$ cat config.mk
export PLATFORM = sky130hd
export DESIGN_NAME = mc_controller
export DESIGN_NICKNAME = d
export VERILOG_FILES = /design/src/rtl/mc_controller.sv
export SDC_FILE = /design/constraint.sdc
export NUM_CORES = 1
export LEC_CHECK = 0
export ABC_AREA = 1
export BUFFER_PORTS_ARGS = -buffer_cell sky130_fd_sc_hd__buf_2
export CELL_PAD_IN_SITES_DETAIL_PLACEMENT = 0
export CELL_PAD_IN_SITES_GLOBAL_PLACEMENT = 2
export CORE_MARGIN = 5
export CORE_UTILIZATION = 30
export DETAILED_ROUTE_END_ITERATION = 7
export PLACE_DENSITY_LB_ADDON = 0.12
export SYNTH_ARGS = -nofsm -noshare
export SYNTH_HDL_FRONTEND = slang
export SYNTH_SLANG_ARGS = --single-unit
$ cat constraint.sdc
create_clock -name clk -period 4.4 [get_ports clk]
set_input_delay 0.22 -clock clk [delete_from_list [all_inputs] [get_ports clk]]
set_output_delay 0.22 -clock clk [all_outputs]
set_load 0.05 [all_outputs]
$ cat src/rtl/mc_controller.sv
// rtl/mc_controller.sv - multi-core fetch/decode/execute sequencing controller
// Moore strobes decoded from state, wait counter and the opcode/zero flag latched in DECODE.
module mc_controller #(
  parameter int IR_W    = 16,
  parameter int OPC_W   = 8,
  parameter int N_CORES = 4,
  parameter int MEM_LAT = 2,
  parameter int Z_MODE  = 0,
  parameter int CNT_W   = 32
) (
  input  logic               clk,
  input  logic               rst,
  input  logic               start,
  input  logic [IR_W-1:0]    IR,
  input  logic [N_CORES-1:0] z,
  output logic               fetch_rd,
  output logic               ir_load,
  output logic               pc_inc,
  output logic               pc_load,
  output logic               mem_rd,
  output logic               reg_ld,
  output logic               mem_wr,
  output logic               alu_en,
  output logic [2:0]         alu_op,
  output logic               busy,
  output logic               done,
  output logic               err,
  output logic [CNT_W-1:0]   cycle_count
);

  localparam int WC_W = $clog2(MEM_LAT) + 1;
  localparam logic [WC_W-1:0] FETCH_LAST = WC_W'(MEM_LAT - 1);
  localparam logic [WC_W-1:0] WAIT_LAST  = WC_W'((MEM_LAT > 1) ? (MEM_LAT - 2) : 0);

  localparam logic [OPC_W-1:0] OP_NOP   = OPC_W'(0);
  localparam logic [OPC_W-1:0] OP_LDA   = OPC_W'(1);
  localparam logic [OPC_W-1:0] OP_STA   = OPC_W'(2);
  localparam logic [OPC_W-1:0] OP_ADD   = OPC_W'(3);
  localparam logic [OPC_W-1:0] OP_MUL   = OPC_W'(4);
  localparam logic [OPC_W-1:0] OP_INC   = OPC_W'(5);
  localparam logic [OPC_W-1:0] OP_JMPNZ = OPC_W'(6);
  localparam logic [OPC_W-1:0] OP_JMP   = OPC_W'(7);
  localparam logic [OPC_W-1:0] OP_END   = OPC_W'(8);

  typedef enum logic [2:0] {
    S_IDLE, S_FETCH, S_LOADIR, S_DECODE, S_EXEC, S_WAIT
  } state_t;

  state_t             state_q, state_d;
  logic [WC_W-1:0]    wcnt_q, wcnt_d;
  logic [OPC_W-1:0]   opc_q, opc_d;
  logic               zc_q, zc_d;
  logic [CNT_W-1:0]   cnt_q, cnt_d;
  logic               zc_now;

  assign zc_now      = (Z_MODE != 0) ? (|z) : (&z);
  assign busy        = (state_q != S_IDLE);
  assign cycle_count = cnt_q;

  if (IR_W > OPC_W) begin : g_ir_hi
    logic unused_ir_hi;
    assign unused_ir_hi = ^IR[IR_W-1:OPC_W];
  end

  always_ff @(posedge clk) begin
    if (rst) begin
      state_q <= S_IDLE;
      wcnt_q  <= '0;
      opc_q   <= '0;
      zc_q    <= 1'b0;
      cnt_q   <= '0;
    end else begin
      state_q <= state_d;
      wcnt_q  <= wcnt_d;
      opc_q   <= opc_d;
      zc_q    <= zc_d;
      cnt_q   <= cnt_d;
    end
  end

  always_comb begin
    state_d  = state_q;
    wcnt_d   = wcnt_q;
    opc_d    = opc_q;
    zc_d     = zc_q;
    cnt_d    = cnt_q;
    fetch_rd = 1'b0;
    ir_load  = 1'b0;
    pc_inc   = 1'b0;
    pc_load  = 1'b0;
    mem_rd   = 1'b0;
    reg_ld   = 1'b0;
    mem_wr   = 1'b0;
    alu_en   = 1'b0;
    alu_op   = 3'd0;
    done     = 1'b0;
    err      = 1'b0;

    // Busy-cycle counter saturates rather than wrapping.
    if (state_q != S_IDLE && cnt_q != '1) begin
      cnt_d = cnt_q + CNT_W'(1);
    end

    case (state_q)
      S_IDLE: begin
        if (start) begin
          state_d = S_FETCH;
          wcnt_d  = '0;
          cnt_d   = '0;
        end
      end
      S_FETCH: begin
        fetch_rd = 1'b1;
        if (wcnt_q == FETCH_LAST) begin
          wcnt_d  = '0;
          state_d = S_LOADIR;
        end else begin
          wcnt_d = wcnt_q + WC_W'(1);
        end
      end
      S_LOADIR: begin
        ir_load = 1'b1;
        pc_inc  = 1'b1;
        state_d = S_DECODE;
      end
      S_DECODE: begin
        opc_d   = IR[OPC_W-1:0];
        zc_d    = zc_now;
        state_d = S_EXEC;
      end
      S_EXEC: begin
        state_d = S_FETCH;
        case (opc_q)
          OP_NOP: begin
          end
          OP_LDA: begin
            mem_rd = 1'b1;
            if (MEM_LAT == 1) begin
              reg_ld = 1'b1;
            end else begin
              wcnt_d  = '0;
              state_d = S_WAIT;
            end
          end
          OP_STA:   mem_wr = 1'b1;
          OP_ADD: begin
            alu_en = 1'b1;
            alu_op = 3'd0;
          end
          OP_MUL: begin
            alu_en = 1'b1;
            alu_op = 3'd1;
          end
          OP_INC: begin
            alu_en = 1'b1;
            alu_op = 3'd2;
          end
          OP_JMPNZ: pc_load = ~zc_q;
          OP_JMP:   pc_load = 1'b1;
          OP_END: begin
            done    = 1'b1;
            state_d = S_IDLE;
          end
          default:  err = 1'b1;
        endcase
      end
      S_WAIT: begin
        mem_rd = 1'b1;
        if (wcnt_q == WAIT_LAST) begin
          reg_ld  = 1'b1;
          wcnt_d  = '0;
          state_d = S_FETCH;
        end else begin
          wcnt_d = wcnt_q + WC_W'(1);
        end
      end
      default: state_d = S_IDLE;
    endcase
  end

endmodule

# --- After elaboration in Yosys (flattened, before gate mapping) ---
# Index checks and enable logic that the tools add are counted.
totals:
  elab_cells: 69
  in_bits: 23
  regBits: 46
op_classes:
  mux: 31
  n_eq_ne: 19
  n_reduce_logical: 11
  n_addsub: 2
  bitwise: 1
ops:
  columns: ["op", "n"]
  rows:
  - ["$mux W32", 3]
  - ["$add A32 B1 Y32 const B", 1]
  - ["$eq A8 B3 Y1 const B", 4]
  - ["$ne A32 B32 Y1 const B", 1]
  - ["$pmux W3 S6", 1]
  - ["$eq A8 B2 Y1 const B", 2]
  - ["$mux W1", 14]
  - ["$mux W2", 5]
  - ["$mux W3", 3]
  - ["$reduce_or A9 Y1", 1]
  - ["$eq A8 B1 Y1 const B", 1]
  - ["$eq A8 B4 Y1 const B", 1]
  - ["$logic_not A8 Y1", 1]
  - ["$ne A2 B2 Y1 const B", 4]
  - ["$pmux W2 S4", 1]
  - ["$eq A3 B2 Y1 const B", 2]
  - ["$eq A3 B3 Y1 const B", 2]
  - ["$pmux W3 S2", 1]
  - ["$reduce_and A3 Y1", 2]
  - ["$pmux W1 S2", 2]
  - ["$pmux W2 S2", 1]
  - ["$reduce_and A4 Y1", 1]
  - ["$reduce_bool A4 Y1", 1]
  - ["$eq A3 B1 Y1 const B", 1]
  - ["8 further kinds", 8]

# --- Depth between registers and ports, before layout ---
# Gate-level depths: netlist of run 1.
depth:
  depth_word: 5
  depth_mapped: 11

# --- Worst setup path before layout of run 1 ---
# OpenSTA, ideal clock, no wires.
synth_path:
  kind: "flip-flop to flip-flop"
  from: "reg state_q[0]"
  to: "reg state_q[1]"
  t_arrival_ns: 2.104
  setup_ns: 0.081
  path_stages_with_launch: 7
  path_buffers: 0
  required_time_ns: 4.319
  path_slack_ns: 2.216
  cell_sequence: "dfxtp_1 -> inv_1 -> nor3_1 -> nand2_1 -> nand3_1 -> nor3_1 -> nor3_1"
synth_via:
  elab_chain_len: 3
  elab_cells_between_ends: 11
  cone_classes: "eq/ne (8); mux (1); reduce/logical (2)"
synth_lines:
  columns: ["element", "line_no", "source"]
  rows:
  - ["start, declared", "49", "state_t state_q, state_d;"]
  - ["start signal, assigned", "73", "state_q <= state_d;"]
  - ["$eq A3 B3 Y1 (tied with other cells)", "104", "case (state_q)"]
  - ["$ne A2 B2 Y1 (no line)", null, null]
  - ["$reduce_and A3 Y1 (no line)", null, null]
# Several ways; a longest one is shown, not always the timed one.
# A chain may end at the register's enable or synchronous reset.

# --- Worst setup path in the final report of run 1 ---
layout_path:
  from: "reg state_q[2]"
  to: "reg cnt_q[1], in the netlist cycle_count[1]"
layout_via:
  elab_chain_len: 5
  elab_cells_between_ends: 6
  cone_classes: "mux (3); reduce/logical (3)"
layout_lines:
  columns: ["element", "line_no", "source"]
  rows:
  - ["$reduce_bool A3 Y1", "100", "if (state_q != S_IDLE && cnt_q != '1) begin"]
  - ["$logic_and A1 B1 Y1", "100", null]
  - ["$mux W32", "100", null]
  - ["$mux W32", "106", "if (start) begin"]
  - ["$mux W32 *", "104", null]
  - ["end signal, assigned", "77", "cnt_q <= cnt_d;"]
  - ["end, declared", "53", "logic [CNT_W-1:0] cnt_q, cnt_d;"]
# Every way passes the cells marked *; elsewhere a longest branch is shown, timed or not.

==> key figures, run 1 <==
Timing
  • Endpoints failing setup: 0
  • Slew @ Worst Pin: between 900 and 1000 ps
  • TNS Setup: 0 ps
  • Relative slew slack: 33.7%
  • Fin crit period: about 2400 ps
  • Clock skew: 6.52 ps
  • Tcrit/Tclk final: 53.6%
  • Final hold violation count: 0
  • Unrepaired setup endpoints after global routing: false
  • Slew Limit Fails: 0
  • FMAX: around 420 MHz

GRT
  • Initial antenna violation count: 0
  • M1 GR Usage: about 23%
  • Largest net degree at the start of global routing: 32
  • GR Util met3: approximately 2.4%
  • Vias in the first global route: approximately 2,600
  • First-pass GRT wire length: ~14 mm
  • Congestion Overflow GR: 0
  • GRT Util Overall: roughly 15%
  • Met2 Usage GRT: a little over a fifth
  • GR peak layer: met1

Yosys
  • Ys Warns: 0
  • Ys async rst share: 0%
  • Seq/Total Area, Yosys: 33.1%
  • Synth area leader: dfxtp_1
  • Synth Area per Inst: 6.30 um^2
  • Post-synthesis cell area: between 2000 and 3000 um^2
  • Synth top area cells: dfxtp_1, nand2_1, nor2_1, nand3_1, inv_1
  • Ys flop type: dfxtp_1
  • Post-synthesis register bit count: between 40 and 50
  • Syn Inst Count: roughly 440
  • Distinct cells, synth: 27
  • Number of synthesized flops with an enable pin: 0
  • Mapped Nets: 470
  • Top cell type's share of synthesized area: about a third
  • Cell with the most instances after synthesis: nand2_1
  • Synth top cells by count: nand2_1, nor2_1, dfxtp_1

Die
  • Ports: 69
  • Die width: 106 um
  • Die ar.: between 10,000 and 15,000 um^2
  • Core ar.: approximately 9200 um^2
  • Die Height: roughly 110 um
  • Starting Density: between 30% and 40%
  • Row count: 35

Cells and area
  • Area Growth Syn to Fin: 15.9%
  • Layout cell share with drive strength beyond 1: roughly 18%
  • N_diodes: 0
  • Filler cell count in the final layout: approximately 1,100
  • Final layout net count: about 520

Worst setup path
  • Startpoint Class: register
  • Worst path arrival time: around 2600 ps
  • Top fanout value on the critical path: 30
  • Critical Path RT: 4650 ps
  • Setup CP Type: register to register
  • CP Capture Type: register
  • R2r worst-path depth: 8

Status
  • Status: completed

Clocking
  • CTS tree: done
  • Cts hold-fix bufs: 0
  • Num CTS Buffers: 5
  • Clk slew on worst S/H paths: 90 ps
  • Setup bufs post-CTS: 0
  • Clock Sinks: 46
  • H-tree levels: 2
  • Clk_lat worst skew: between 300 and 400 ps
  • Clock buffer depth: 2
  • CTS Root Cell: clkbuf_8
  • Cts repair resizes: 0

Drt
  • WL/cell: 13.7 um
  • Routed wire length: ~8.3 mm
  • Vias: 2,883
  • Drt first-iter violations: about 130
  • Vias per Instance: roughly 4.7
  • Remaining DRCs: 0
  • DRT antenna net count: 0
  • First drt pass iteration count: 4

Power
  • Pwr Total: about 1100 uW
  • Leakage: about 0.0014 uW
  • Pwr Density: 330 nW/um^2
  • Maximum vdd ir drop: 0.184 mV

Flow run
  • Max-cap viol count: 0

Hold path
  • Hold WC Path Type: primary input to register
  • Hold Path Stages: 2

Placed design
  • DP HPWL: approximately 6.4 mm
  • GP Congestion: 0.847
  • PortBufs: a little under 60
==> stage by stage <==
stage                     std cells  hold WS, ps  instance area (um^2)  utilization (%)  setup WS [ps]
final                           608          117                  3230             35.3           2040
after global routing            608          121                  3230             35.3           1680
after CTS                       608          111                  3230             35.3           1970
after detailed placement        600          436                  3120             34.1           1990
after global placement          600          429                  3120             34.1           2000
after floorplan                 442          289                  2780                -           2220
==> report_power, final <==
| part | total [uW] | switching, uW | internal, uW |
|---|---|---|---|
| Clock | 311 | 152 | 159 |
| Sequential | 462 | 20.4 | 441 |
| Combinational | 293 | 218 | 75.1 |
==> cell type report <==
class | count | area [um^2] | share of cell area [%]
multi-input cells | 338 | 1590 | 49.1
flip-flops and latches | 46 | 921 | 28.5
repair buffers | 60 | 303 | 9.38
inverters | 45 | 169 | 5.23
well taps | 111 | 139 | 4.30
clock buffers | 8 | 110 | 3.41
==> path summary, 6_finish.rpt <==
check / startpoint / endpoint / slack, ps
max: state_q[2] / cycle_count[1] / 2040
min: rst / wcnt_q[1] / 120
max reg2reg: state_q[2] / cycle_count[1] / 2040
min reg2reg: opc_q[7] / opc_q[7] / 460
==> critical path: stages, from the launching register on <==
cell	delay [ps]
dfxtp_1	380
nor2_1	120
nand2_1	400
inv_1	120
nand2_1	110
nand2_1	80
inv_1	740
o21ai_0	220
nor2_1	130
==> cells by family after synthesis <==
logic type | after synthesis | share of synthesized area (%)
AOI/OAI and AO/OA | 53 | 10.0
xor gates and xnor gates | 1 | 0.315
adders and majority gates | 5 | 2.25
buffers and inverters | 58 | 9.98
DFF | 46 | 33.1
other | 1 | 0.135
and+or+nand+nor | 278 | 44.2
==> sequential cells by signal, summed over array words and instances (netlist names) <==
name and cells:
cycle_count 32, wcnt_q 2, zc_q 1, state_q 3, opc_q 8
==> per-layer routing <==
| metal | up-vias | wire length (um) |
|---|---|---|
| li1 | 1525 | - |
| met1 | 1303 | 4560 |
| met2 | 44 | 3350 |
| met3 | 11 | 274 |
| met4 | 0 | 113 |
| met5 | - | 0 |
==> cells in the final DEF, fill, tap and decap left out <==
cell and n:
nand3b_4 1, nand3_4 1, nand4_1 10, o21a_1 1
nor2_4 3, o21ai_0 13, nor3_1 9, buf_2 59
a22oi_1 2, nand2_4 1, xor2_1 1, nand3_1 35
conb_1 1, clkbuf_8 8, nor2_2 4, nand2_2 5
buf_4 1, nand3_2 4, nand2_1 103, nor2_1 102
a31oi_1 5, dfxtp_1 46, ha_1 5, a21oi_1 32
inv_1 45
(Power assumes the default switching activity.)
==> run 2: changes to the inputs <==
--- a/config.mk
+++ b/config.mk
@@ -10,7 +10,7 @@
 export CELL_PAD_IN_SITES_DETAIL_PLACEMENT = 0
 export CELL_PAD_IN_SITES_GLOBAL_PLACEMENT = 2
 export CORE_MARGIN = 5
-export CORE_UTILIZATION = 30
+export CORE_UTILIZATION = 25
 export DETAILED_ROUTE_END_ITERATION = 7
 export PLACE_DENSITY_LB_ADDON = 0.12
 export SYNTH_ARGS = -nofsm -noshare
==> constraint.sdc (replaced) <==
create_clock -name clk -period 2 [get_ports clk]
set_input_delay 0.1 -clock clk [delete_from_list [all_inputs] [get_ports clk]]
set_output_delay 0.1 -clock clk [all_outputs]
set_load 0.05 [all_outputs]
==> key figures, run 2 (synthesis results as in run 1) <==
Status
  • Status: completed

Clocking
  • Clock buffer depth: 2 (unchanged)
  • Setup bufs post-CTS: 0 (unchanged)
  • Cts repair resizes: 0 (unchanged)
  • Clk slew on worst S/H paths: 90 ps (about the same)
  • Clock Sinks: 46 (unchanged)
  • CTS Root Cell: clkbuf_8
  • Num CTS Buffers: 5 (unchanged)
  • CTS tree: done
  • H-tree levels: 2 (unchanged)
  • Clk_lat worst skew: 300 ps (about the same)
  • Cts hold-fix bufs: 0 (unchanged)

Timing
  • FMAX: about 530 MHz
  • Fin crit period: approximately 1900 ps
  • Tcrit/Tclk final: ~94%
  • Final hold violation count: 0 (unchanged)
  • Clock skew: 8.94 ps (+2.41 ps)
  • TNS Setup: 0 ps (unchanged)
  • Endpoints failing setup: 0 (unchanged)
  • Slew Limit Fails: 0 (unchanged)
  • Unrepaired setup endpoints after global routing: true

Drt
  • Remaining DRCs: 0 (unchanged)
  • WL/cell: 13.6 um (about the same)
  • Vias: 2,965 (+2.8%)
  • First drt pass iteration count: 4 (unchanged)
  • DRT antenna net count: 0 (unchanged)
  • Vias per Instance: 4.52 (-4.7%)
  • Routed wire length: 8.95 mm (+7.8%)
  • Drt first-iter violations: 90 (-32%)

Power
  • Leakage: 0.00153 uW (+7.9%)
  • Pwr Density: 710 nW/um^2 (+110%)
  • Maximum vdd ir drop: 0.315 mV (+72%)

Die
  • Core ar.: 10,900 um^2 (+19%)
  • Die ar.: 13,300 um^2 (+18%)
  • Ports: 69 (unchanged)
  • Die Height: 116 um (+8.6%)
  • Die width: 116 um (+8.6%)
  • Starting Density: 25.6% (-4.8 points)
  • Row count: 38 (+8.6%)

Worst setup path
  • CP Capture Type: output pin
  • Startpoint Class: register
  • Critical Path RT: 1900 ps (-2750 ps)
  • Top fanout value on the critical path: 6 (-80%)
  • Worst path arrival time: 1770 ps (-840 ps)
  • Setup CP Type: register to output pin
  • Worst R2R Setup Slack: 200 ps (-1840 ps)
  • R2R Path End: cycle_count[30]
  • Reg-to-reg startpoint: cycle_count[0]
  • R2r worst-path depth: 8 (unchanged)

GRT
  • Largest net degree at the start of global routing: 28 (-13%)
  • Vias in the first global route: 2,795 (+5.7%)
  • First-pass GRT wire length: 14.4 mm (+5.9%)
  • Initial antenna violation count: 0 (unchanged)
  • Congestion Overflow GR: 0 (unchanged)
  • GRT Util Overall: 13.8% (-1.3 points)

Flow run
  • Max-cap viol count: 0 (unchanged)

Cells and area
  • Layout cell share with drive strength beyond 1: 20.7% (+3.2 points)
  • Post-route cell area: 3420 um^2 (+6.0%)
  • Commonest non-fill, non-tap cell in the layout: nand2_1
  • N_diodes: 0 (unchanged)
  • Final layout net count: 543 (+3.6%)
  • Area Growth Syn to Fin: 22.9%
  • Core Util, Final: 31.4% (-3.8 points)
  • Commonest non-fill, non-tap cells in the layout: nand2_1, nor2_1, buf_2
  • Max reg flops: 32 (unchanged)
  • Non-filler cells, final: 656 (+7.9%)
  • Filler cell count in the final layout: 1,235 (+16%)

Placed design
  • PortBufs: 59 (unchanged)
  • DP HPWL: 7.17 mm (+13%)
  • Dpl cells: 648 (+8.0%)
  • Cell area after placement: 3300 um^2 (+5.9%)
  • GP Congestion: 0.805 (-5.1%)

Hold path
  • Hold Path End: opc_q[2]
  • Hold Path Stages: 3 (+1)
  • Startpoint of the worst hold path: IR[2]
  • Hold WC Path Type: primary input to register
-- run 2: changes by cell type in the layout (fill, tap and decap cells not counted), sizes merged --
cell,delta
buf,+18
bufinv,+1
-- run 2: cell type report --
type | count | area [um^2] | share of cell area (%)
tap | 140 | 175 | 5.12
clock inverter | 1 | 30.0 | 0.878
clock buffer | 7 | 76.3 | 2.23
inverter | 45 | 169 | 4.94
multi-input combinational | 338 | 1600 | 46.8
sequential | 46 | 921 | 26.9
timing repair buffer | 79 | 448 | 13.1
-- run 2: worst max-delay path: stages, from the launching register on --
cell      delay, ps
dfxtp_1         340
inv_1           150
nand2_1         130
nor2_2          170
o21ai_0         180
nor3_1          230
clkbuf_4        270
-- run 2: worst max path at each step --
| stage | endpoint | depth (start not counted) | slack [ps] | start |
|---|---|---|---|---|
| after global placement | cycle_count[29] | 11 | 160 | cycle_count[0] |
| after CTS | err | 6 | 20 | state_q[1] |
| final | err | 6 | 130 | state_q[1] |
| after detailed placement | cycle_count[0] | 9 | 130 | cycle_count[0] |
| after global routing | cycle_count[18] | 9 | -40 | cycle_count[0] |
| after floorplan | err | 5 | -9 | state_q[1] |
-- run 2: where the power goes --
group,switching [uW],leakage (uW),internal (uW)
Sequential,37.2,0.000372,971
Combinational,504,0.00111,201
Clock,342,0.0000524,375
Total,883,0.00153,1550
-- run 2: through the flow --
stage | setup WS, ps | hold slack [ps] | power [uW]
finish | 127 | 18.4 | 2430
global route | -37.0 | 15.0 | 2580
CTS | 20.2 | 10.0 | 2470
detailed placement | 130 | 328 | 1740
global placement | 163 | 322 | 1730
floorplan | -9.23 | 169 | 1560
-- run 2: metal layers --
metal  track usage, %  share of wire, %  up-vias
met5                0                 0        -
met4             3.52               1.2        0
met3             2.56               4.4        8
met2             21.1                44       59
met1             20.0                51     1343
li1                 -                 -     1555
==> run 3: changes to the inputs <==
==> constraint.sdc (replaced) <==
create_clock -name clk -period 2 [get_ports clk]
set_input_delay 0.2 -clock clk [delete_from_list [all_inputs] [get_ports clk]]
set_output_delay 0.2 -clock clk [all_outputs]
set_load 0.05 [all_outputs]
==> key figures, run 3 (synthesis results as in run 1) <==
Status
  • Status: completed

Clocking
  • Clk slew on worst S/H paths: 100 ps (about the same)
  • CTS Root Cell: clkbuf_8
  • CTS tree: done
  • H-tree levels: 2 (unchanged)
  • Num CTS Buffers: 5 (unchanged)
  • Clock buffer depth: 2 (unchanged)
  • Clock Sinks: 46 (unchanged)
  • Clk_lat worst skew: 310 ps (about the same)

Worst setup path
  • R2R Path End: cycle_count[17]
  • Reg-to-reg startpoint: cycle_count[0]
  • CP peak stage delay: 330 ps (about the same)
  • Worst path arrival time: 1660 ps (-110 ps)
  • R2r worst-path depth: 8 (unchanged)
  • Top fanout value on the critical path: 6 (unchanged)
  • Crit. path cell count: 6 (unchanged)
  • Worst R2R Setup Slack: 180 ps (-20 ps)
  • Startpoint Class: register
  • CP Capture Type: output pin
  • Crit path cell chain: inv_1 -> nand2_1 -> nor2_4 -> inv_1 -> nor3_2 -> buf_2
  • Slowest library cell on the worst path: dfxtp_1
  • Crit path max-delay family: buffers and inverters
  • Setup CP Type: register to output pin
  • Most used cell, CP: inv_1
  • Worst Setup SP: state_q[1]
  • Critical Path RT: 1800 ps (-100 ps)
  • WP buf/inv: 3 (+1)

GRT
  • First-pass GRT wire length: 14.5 mm (+1.0%)
  • GR Util met3: 2.30% (-0.26 points)
  • Vias in the first global route: 2,824 (+1.0%)
  • GRT Util Overall: 13.8% (+0.033 points)
  • M1 GR Usage: 20.3% (+0.34 points)
  • Initial antenna violation count: 0 (unchanged)
  • Largest net degree at the start of global routing: 31 (+11%)
  • Met2 Usage GRT: 21.6% (+0.46 points)
  • GR peak layer: met2
  • Congestion Overflow GR: 0 (unchanged)

Power
  • Pwr Total: 2310 uW (-4.7%)
  • Int Pwr: 1420 uW (-8.4%)
  • Leakage: 0.00151 uW (-1.7%)
  • Maximum vdd ir drop: 0.359 mV (+14%)
  • Combinational Power Share: 31.2% (+2.2 points)
  • Clk network pwr share: 25.2% (-4.3 points)
  • Sequential Power Share: 43.6% (+2.1 points)
  • Sw power: 897 uW (+1.6%)
  • Sw Share: 38.8% (+2.4 points)
  • Pwr Density: 680 nW/um^2 (-4.3%)

Drt
  • First drt pass iteration count: 4 (unchanged)
  • Routed wire length: 8.97 mm (+0.18%)
  • Drt first-iter violations: 104 (+16%)
  • Remaining DRCs: 0 (unchanged)
  • WL/cell: 13.8 um (+0.95%)
  • Vias: 2,935 (-1.0%)
  • DRT antenna net count: 0 (unchanged)
  • Vias per Instance: 4.51 (-0.25%)

Placed design
  • PortBufs: 59 (unchanged)
  • Pre-CTS setup slack: 151 ps (+21.8 ps)
  • DP HPWL: 7.09 mm (-1.1%)
  • GP Congestion: 0.789 (-1.9%)

Die
  • Die Height: 116 um (unchanged)
  • Die ar.: 13,300 um^2 (unchanged)
  • Row count: 38 (unchanged)
  • Starting Density: 25.6% (unchanged)
  • Ports: 69 (unchanged)
  • Die width: 116 um (unchanged)
  • Core ar.: 10,900 um^2 (unchanged)

Cells and area
  • Filler cell count in the final layout: 1,229 (-0.49%)
  • Commonest non-fill, non-tap cell in the layout: nand2_1
  • Area Growth Syn to Fin: 22.2%
  • Commonest non-fill, non-tap cells in the layout: nand2_1, nor2_1, buf_2
  • Final layout net count: 539 (-0.74%)
  • Storage cell area: 921 um^2 (unchanged)
  • Max reg flops: 32 (unchanged)
  • Layout cell share with drive strength beyond 1: 21.7% (+0.99 points)
  • N_diodes: 0 (unchanged)
  • Area taken by multi-input logic gates: 1630 um^2 (+1.8%)

Timing
  • Endpoints failing setup: 0 (unchanged)
  • Slew Limit Fails: 0 (unchanged)
  • FMAX: 537 MHz (+0.56%)
  • Final hold violation count: 0 (unchanged)
  • Fin crit period: 1860 ps (-10.4 ps)
  • Clock skew: 12.9 ps (+4.01 ps)
  • Relative slew slack: about two thirds
  • Slew @ Worst Pin: 520 ps
  • Fin worst setup slack: 137 ps (+10.4 ps)
  • Tcrit/Tclk final: 93.1% (-0.52 points)
  • Unrepaired setup endpoints after global routing: true

Hold path
  • Hold Path Stages: 2 (-1)
  • Hold Path End: wcnt_q[1]
  • Startpoint of the worst hold path: rst
  • Hold WC Path Type: primary input to register

Flow run
  • Max-cap viol count: 0 (unchanged)
## run 3: timing repair
| item | in CTS | in global routing |
|---|---|---|
| resized for setup | 2 | 13 |
| pin swaps | 0 | 1 |
| setup buffers | 0 | 0 |
| hold buffers | 0 | 0 |
| setup endpoints to repair | 1 | 18 |
## run 3: layout make-up
cell class | count | area share (%)
clock buffers | 5 | 2.02
clock inverters | 2 | 0.294
inverters | 45 | 4.96
multi-input cells | 338 | 47.9
flip-flops and latches | 46 | 27.1
well taps | 140 | 5.15
repair buffers | 75 | 12.6
## run 3: power groups by stage
stage | Clock, uW | Combinational [uW] | Sequential [uW]
2_1_floorplan | 0 | 494 | 1080
3_3_place_gp | 0 | 716 | 1030
6_report | 583 | 721 | 1010
4_1_cts | 613 | 720 | 1010
3_5_place_dp | 0 | 717 | 1030
5_1_grt | 626 | 815 | 1020
## run 3: stage by stage
stage / TNS (ps) / util (%) / hold WS (ps) / area [um^2] / instances
floorplan: 0 / - / 269 / 2800 / 442
global placement: 0 / 30.1 / 421 / 3280 / 644
detailed placement: 0 / 30.1 / 428 / 3280 / 644
CTS: 0 / 30.9 / 97.8 / 3360 / 651
global route: -23.9 / 31.3 / 109 / 3400 / 651
finish: 0 / 31.3 / 90.8 / 3400 / 651
## run 3: how the worst max path moves through the flow
stage	to
after global placement	cycle_count[0]
final	mem_wr
after CTS	err
after detailed placement	cycle_count[1]
after global routing	cycle_count[1]
after floorplan	cycle_count[23]
## run 3: layer usage
layer,routed length [um],up-vias
li1,-,1548
met1,4680,1337
met2,3890,46
met3,334,4
met4,62,0
met5,0,-
